[src/rtl/soc_io_pkg.sv]
// Shared constants for the SoC switch/button I/O path: widths, export packing
// offsets and the default debounce interval.
package soc_io_pkg;

  localparam int SW_WIDTH            = 8;
  localparam int EXPORT_W            = 32;
  localparam int STABLE_LSB          = 0;
  localparam int EDGE_LSB            = 8;
  localparam int DEBOUNCE_10MS_50MHZ = 500000;

endpackage : soc_io_pkg

[src/rtl/debounce_bit.sv]
// One switch bit: 2-FF synchronizer, consecutive-mismatch counter, registered
// stable level and single-cycle rise/fall pulses.
module debounce_bit
  import soc_io_pkg::*;
#(
  parameter int DEBOUNCE_CYCLES = DEBOUNCE_10MS_50MHZ,
  parameter int CNT_W           = 20
) (
  input  logic clk,
  input  logic rst_n,
  input  logic raw,
  output logic stable,
  output logic rise,
  output logic fall,
  output logic accept
);

  localparam logic [CNT_W-1:0] LAST = CNT_W'(DEBOUNCE_CYCLES - 1);

  logic             s1;
  logic             s2;
  logic [CNT_W-1:0] cnt;

  // High on the edge where a new level is taken; the pulses follow one cycle later.
  assign accept = (s2 != stable) && (cnt == LAST);

  always_ff @(posedge clk or negedge rst_n) begin
    if (!rst_n) begin
      s1     <= 1'b0;
      s2     <= 1'b0;
      cnt    <= '0;
      stable <= 1'b0;
      rise   <= 1'b0;
      fall   <= 1'b0;
    end else begin
      s1   <= raw;
      s2   <= s1;
      rise <= 1'b0;
      fall <= 1'b0;
      if (s2 == stable) begin
        cnt <= '0;
      end else if (accept) begin
        stable <= s2;
        cnt    <= '0;
        rise   <= s2;
        fall   <= ~s2;
      end else begin
        cnt <= cnt + CNT_W'(1);
      end
    end
  end

endmodule : debounce_bit

[src/rtl/sw_debounce_sync.sv]
// Debounced slide-switch bank: per-bit conditioning, sticky edge capture with
// per-bit clear, and the packed word feeding the buttons PIO export.
module sw_debounce_sync
  import soc_io_pkg::*;
#(
  parameter int WIDTH           = SW_WIDTH,
  parameter int DEBOUNCE_CYCLES = DEBOUNCE_10MS_50MHZ,
  parameter int CNT_W           = 20
) (
  input  logic                clk,
  input  logic                rst_n,
  input  logic [WIDTH-1:0]    sw_raw,
  input  logic [WIDTH-1:0]    edge_clr,
  output logic [WIDTH-1:0]    sw_stable,
  output logic [WIDTH-1:0]    sw_rise,
  output logic [WIDTH-1:0]    sw_fall,
  output logic                any_change,
  output logic [WIDTH-1:0]    edge_cap,
  output logic [EXPORT_W-1:0] export_word
);

  logic [WIDTH-1:0] accept;

  for (genvar i = 0; i < WIDTH; i++) begin : g_bit
    debounce_bit #(
      .DEBOUNCE_CYCLES (DEBOUNCE_CYCLES),
      .CNT_W           (CNT_W)
    ) u_bit (
      .clk    (clk),
      .rst_n  (rst_n),
      .raw    (sw_raw[i]),
      .stable (sw_stable[i]),
      .rise   (sw_rise[i]),
      .fall   (sw_fall[i]),
      .accept (accept[i])
    );
  end

  // any_change is registered from the same condition as the pulses so it lines up with them.
  always_ff @(posedge clk or negedge rst_n) begin
    if (!rst_n) begin
      any_change <= 1'b0;
      edge_cap   <= '0;
    end else begin
      any_change <= |accept;
      edge_cap   <= (sw_rise | sw_fall) | (edge_cap & ~edge_clr);
    end
  end

  always_comb begin
    export_word = '0;
    export_word[STABLE_LSB +: WIDTH] = sw_stable;
    export_word[EDGE_LSB   +: WIDTH] = edge_cap;
  end

endmodule : sw_debounce_sync
[config.mk]
export PLATFORM = sky130hd
export DESIGN_NAME = sw_debounce_sync
export DESIGN_NICKNAME = d
export VERILOG_FILES = /design/src/rtl/soc_io_pkg.sv /design/src/rtl/debounce_bit.sv /design/src/rtl/sw_debounce_sync.sv
export SDC_FILE = /design/constraint.sdc
export NUM_CORES = 1
export LEC_CHECK = 0
export ABC_CLOCK_PERIOD_IN_PS = 3000
export BUFFER_PORTS_ARGS = -buffer_cell sky130_fd_sc_hd__buf_2
export CORE_ASPECT_RATIO = 0.6
export CORE_MARGIN = 8
export CORE_UTILIZATION = 35
export CTS_CLUSTER_DIAMETER = 120
export DETAILED_ROUTE_END_ITERATION = 12
export PLACE_DENSITY = 0.48
export SYNTH_ARGS = -nofsm -noshare
export SYNTH_HDL_FRONTEND = slang
export SYNTH_SLANG_ARGS = --single-unit
export TNS_END_PERCENT = 50
[constraint.sdc]
create_clock -name clk -period 3 [get_ports clk]
set_clock_uncertainty 0.05 [all_clocks]
set_input_delay 0.15 -clock clk [delete_from_list [all_inputs] [get_ports clk]]
set_output_delay 0.15 -clock clk [all_outputs]
set_load 0.01 [all_outputs]
* Yosys cells after proc, flatten, opt, wreduce, memory -nomap -nowiden
Index checks and enable logic that the tools add are counted.
** Storage, ports and cells
- Logic and storage cells :: 167
- Bits in registers :: 209
- Input bits :: 18
** Operators by class
- Muxes and demuxes :: 48
- Add/subtract/negate cells :: 8
- Reduce and logical (&&, ||, !) cells :: 17
- Eq/ne operators :: 24
- Bitwise gates (word level) :: 20
** Operators with widths (count)
- two-way mux 20 bit :: 16
- adder 20 x 1 -> 20 bit, second input constant :: 8
- == test 20 x 19 -> 1 bit, second input constant :: 8
- two-way mux 1 bit :: 32
- inverter 1 bit :: 16
- OR 8 bit :: 2
- AND reduction 2 bit :: 8
- AND 8 bit :: 1
- == test 1 bit :: 8
- logical AND 1 bit :: 8
- != test 1 bit :: 8
- inverter 8 bit :: 1
- OR reduction 8 bit :: 1

* Logic depth before layout (Yosys ltp)
- Depth in word-level cells :: 4
- Gate-level depth with buffers :: 7
- Mapped depth without buffers :: 6

* Hierarchy
From an unflattened synthesis, not the netlist that was laid out.
** Second synthesis, totals
- Cells, all modules :: 997
- Area total of the unflattened synthesis :: 9944.5 um^2
** By module, submodules not included
- debounce_bit :: cells an instance 116, instances 8, area each 1169.9 um^2, sequential area each 625.6 um^2
- sw_debounce_sync :: cells an instance 69, instances 1, area each 585.6 um^2, sequential area each 225.2 um^2

* Worst setup path after synthesis
Ideal clock, no wire load.
- Kind :: flip-flop to flip-flop
- From :: register g_bit[6].u_bit.cnt[12]
- To :: register g_bit[6].u_bit.stable
- Data arrival time :: 2.052 ns
- Data required time :: 2.825 ns
- Period minus slack after synthesis :: 2.227 ns
- Setup slack :: 0.773 ns
- Stages on the path, launching flop included :: 6
- Setup time :: 0.125 ns
- Path through :: dfrtp_1 > or4b_1 > or4_1 > or2_1 > buf_6 > mux2_4
** On the way
- Word-level cells in the longest chain between the ends :: 3
** RTL lines
- from (decl) :: line debounce_bit.sv:22 : logic [CNT_W-1:0] cnt;
- from (signal assigned) :: line debounce_bit.sv:48 : cnt <= cnt + CNT_W'(1);
- == test 20 x 19 -> 1 bit :: line debounce_bit.sv:25 : assign accept = (s2 != stable) && (cnt == LAST);
- logical AND 1 bit :: line debounce_bit.sv:25
- AND reduction 2 bit (no source line)
- to (signal assigned) :: line debounce_bit.sv:32 : stable <= 1'b0;
- to (signal assigned) :: line debounce_bit.sv:43 : stable <= s2;
- to (decl) :: line debounce_bit.sv:12 : output logic stable,
Every way passes these cells.
A chain may end at the register's enable or synchronous reset.

* Worst setup path after layout
Same ends and word-level chain as after synthesis.

==> flow_metrics.env <==
export IMPL_tightest_slew_ns=0.790
export IMPL_antenna_left=0
export IMPL_max_freq_mhz=428
export IMPL_synth_cells=965
export IMPL_ctsResizeCount=0
export IMPL_rsz0062_at_grt="false"
export IMPL_gp_congestion=0.797
export IMPL_die_area_um2=33800
export IMPL_maxCapViolCount=0
export IMPL_outcome="finished clean"
export IMPL_clk_pin_slew_ns=0.06
export IMPL_die_height_um=146
export IMPL_period_needed_ns=2.34
export IMPL_cts_root_buffer="clkbuf_16"
export IMPL_cts_made_buffers=22
export IMPL_setup_tns_final_ns=0
export IMPL_cts_sinks=209
export IMPL_ys_top_cells_by_area="dfrtp_1, nor2_1, xnor2_1"
export IMPL_antenna_found_initial=0
export IMPL_ys_warn_count=0
export IMPL_routedWlPerCell_um=13.7
export IMPL_grt_pass1_wl_mm=33.5
export IMPL_regArea_um2=5230
export IMPL_track_usage_pct=11.7
export IMPL_ys_ff_latch=209
export IMPL_critPathArrivalTime_ns=2.68
export IMPL_report_final_slew_viol_count=0
export IMPL_yosys_most_used_dff="dfrtp_1"
export IMPL_vdd_drop_max_v=0.000527
export IMPL_worst_setup_path_end_kind="register"
export IMPL_io_buffers=66
export IMPL_synth_avg_cell_area_um2=10.2
export IMPL_fp_row_count=47
export IMPL_tritoncts="done"
export IMPL_fin_util_pct=40.4
export IMPL_layout_nets=1048
export IMPL_diodes=0
export IMPL_drive_gt1_share_pct=11.9
export IMPL_vias=6465
export IMPL_worst_path_max_fanout=6
export IMPL_synth_yosys_seq_area_share_pct=53.3
export IMPL_synth_top_area_share_pct=53.3
export IMPL_drtIter0Drc=417
export IMPL_totalWireLength_mm=19.2
export IMPL_synth_cell_types=39
export IMPL_synth_edff_count=0
export IMPL_grt_pass1_vias=6396
export IMPL_finalHoldViolCount=0
export IMPL_yosys_cell_count_top_type="dfrtp_1"
export IMPL_insertion_delay_ns=0.51
export IMPL_area_growth_pct=13.7
export IMPL_multi_input_area_um2=4060
export IMPL_grt_max_degree=92
export IMPL_setup_violations=0
export IMPL_drc=0
export IMPL_drt_pass1_iter_count=6
export IMPL_crit_type="reg2reg"
export IMPL_synth_area_leader_cell="dfrtp_1"
export IMPL_start_util_pct=35.6
export IMPL_ios=83
export IMPL_cts_max_level=1
export IMPL_p_leak_nw=4.90
export IMPL_critical_path_required_ns=3.35
export IMPL_cts_max_path_buffers=3
export IMPL_power_density_nw_per_um2=528
export IMPL_finalPower_mw=5.89
export IMPL_finalCritPeriodShare_pct=77.9
export IMPL_synth_common_cells="dfrtp_1, nor2_1, xnor2_1, xor2_1, nand2_1"
export IMPL_holdWs_ns=0.199
export IMPL_viasPerCell=4.60
export IMPL_startpoint_type="register"
export IMPL_synthArstFlopShare_pct=100
export IMPL_overflow=0
export IMPL_chipWidth_um=232
export IMPL_core_um2=27600
export IMPL_hpwlAfterDp_mm=13.1
export IMPL_fill_cells=2701
export IMPL_min_path_type="in2async"
export IMPL_maxSlewHeadroom_pct=46.9
export IMPL_synth_area_um2=9810
==> critical path: stages (launching register included) <==
cell	delay, ns
dfrtp_1	0.44
or4b_1	0.53
or4_1	0.54
or2_1	0.34
mux2_4	0.32
==> metal layers <==
metal,GRT usage [%],share of wire [%]
met3,2.57,3.5
met2,15.6,38
met5,0,0
met1,18.6,56
met4,2.73,1.8
==> layout make-up <==
type | count | area share [%]
multi-input cells | 678 | 36.4
well taps | 367 | 4.12
clock buffers | 34 | 5.98
inverters | 22 | 0.740
clock inverters | 5 | 0.707
flip-flops and latches | 209 | 46.9
repair buffers | 89 | 5.20
==> cell usage in the layout, fill, tap and decap left out, types with 2 or more instances in the layout <==
master,instances
and2_1,4
and3_1,25
and4_1,13
buf_12,2
buf_2,65
buf_4,4
bufinv_16,2
clkbuf_1,6
clkbuf_16,23
clkbuf_8,5
clkinv_2,2
conb_1,16
dfrtp_1,209
dlygate4sd3_1,17
ha_1,8
inv_1,22
mux2_2,7
nand2_1,61
nand3_1,53
nand4_1,41
nor2_1,194
nor3_1,28
nor3b_1,17
nor4_1,13
nor4b_1,8
nor4bb_1,2
o21ai_0,8
or2_2,4
or3_1,3
or4_1,3
or4b_1,3
or4b_2,2
xnor2_1,80
xor2_1,75
==> per-stage QoR <==
stage / cells / area (um2) / setup slack, ns
after floorplan: 980 / 9860 / 0.773
final: 1404 / 11200 / 0.663
after CTS: 1404 / 11200 / 0.662
after global routing: 1404 / 11200 / 0.477
after detailed placement: 1348 / 10200 / 0.665
after global placement: 1348 / 10200 / 0.658
==> kinds of logic after synthesis <==
kind of cell | count (synthesis) | synth area share, %
flops | 209 | 53.3
xor+xnor | 155 | 13.8
mux | 8 | 0.957
buf+inv | 93 | 5.88
compound gates | 11 | 0.676
other cells | 1 | 0.0382
fa+ha+maj | 8 | 1.02
simple gates | 480 | 24.3
==> power by group <==
part | switching (mW) | internal (mW)
Clock | 1.11 | 1.70
Combinational | 0.126 | 0.0632
Sequential | 0.0372 | 2.86
Total | 1.27 | 4.62
==> path summary, 6_finish.rpt <==
path | from | to | slack (ns) | cells past startpoint
max | g_bit[6].u_bit.cnt[12] | g_bit[6].u_bit.stable | 0.66 | 4
min in group clk | sw_raw[2] | g_bit[2].u_bit.s1 | 0.23 | 2
min reg2reg | g_bit[1].u_bit.s1 | g_bit[1].u_bit.s2 | 0.29 | 0
min | rst_n | edge_cap[6] | 0.20 | 2
max in group asynchronous | rst_n | g_bit[5].u_bit.cnt[3] | 1.92 | 3
max reg2reg | g_bit[6].u_bit.cnt[12] | g_bit[6].u_bit.stable | 0.66 | 4
==> sequential cells by signal, summed over array words and instances (netlist names) <==
register,flops
any_change,1
edge_cap,8
g_bit.u_bit.cnt,160
g_bit.u_bit.fall,8
g_bit.u_bit.rise,8
g_bit.u_bit.s1,8
g_bit.u_bit.s2,8
g_bit.u_bit.stable,8
==> timing repair <==
| item | in CTS | in global routing |
|---|---|---|
| endpoints found under the hold margin | 104 | 0 |
| hold buffers | 17 | 0 |
| buffers inserted | 0 | 0 |
Note: power is estimated with default switching activity, not from simulation.
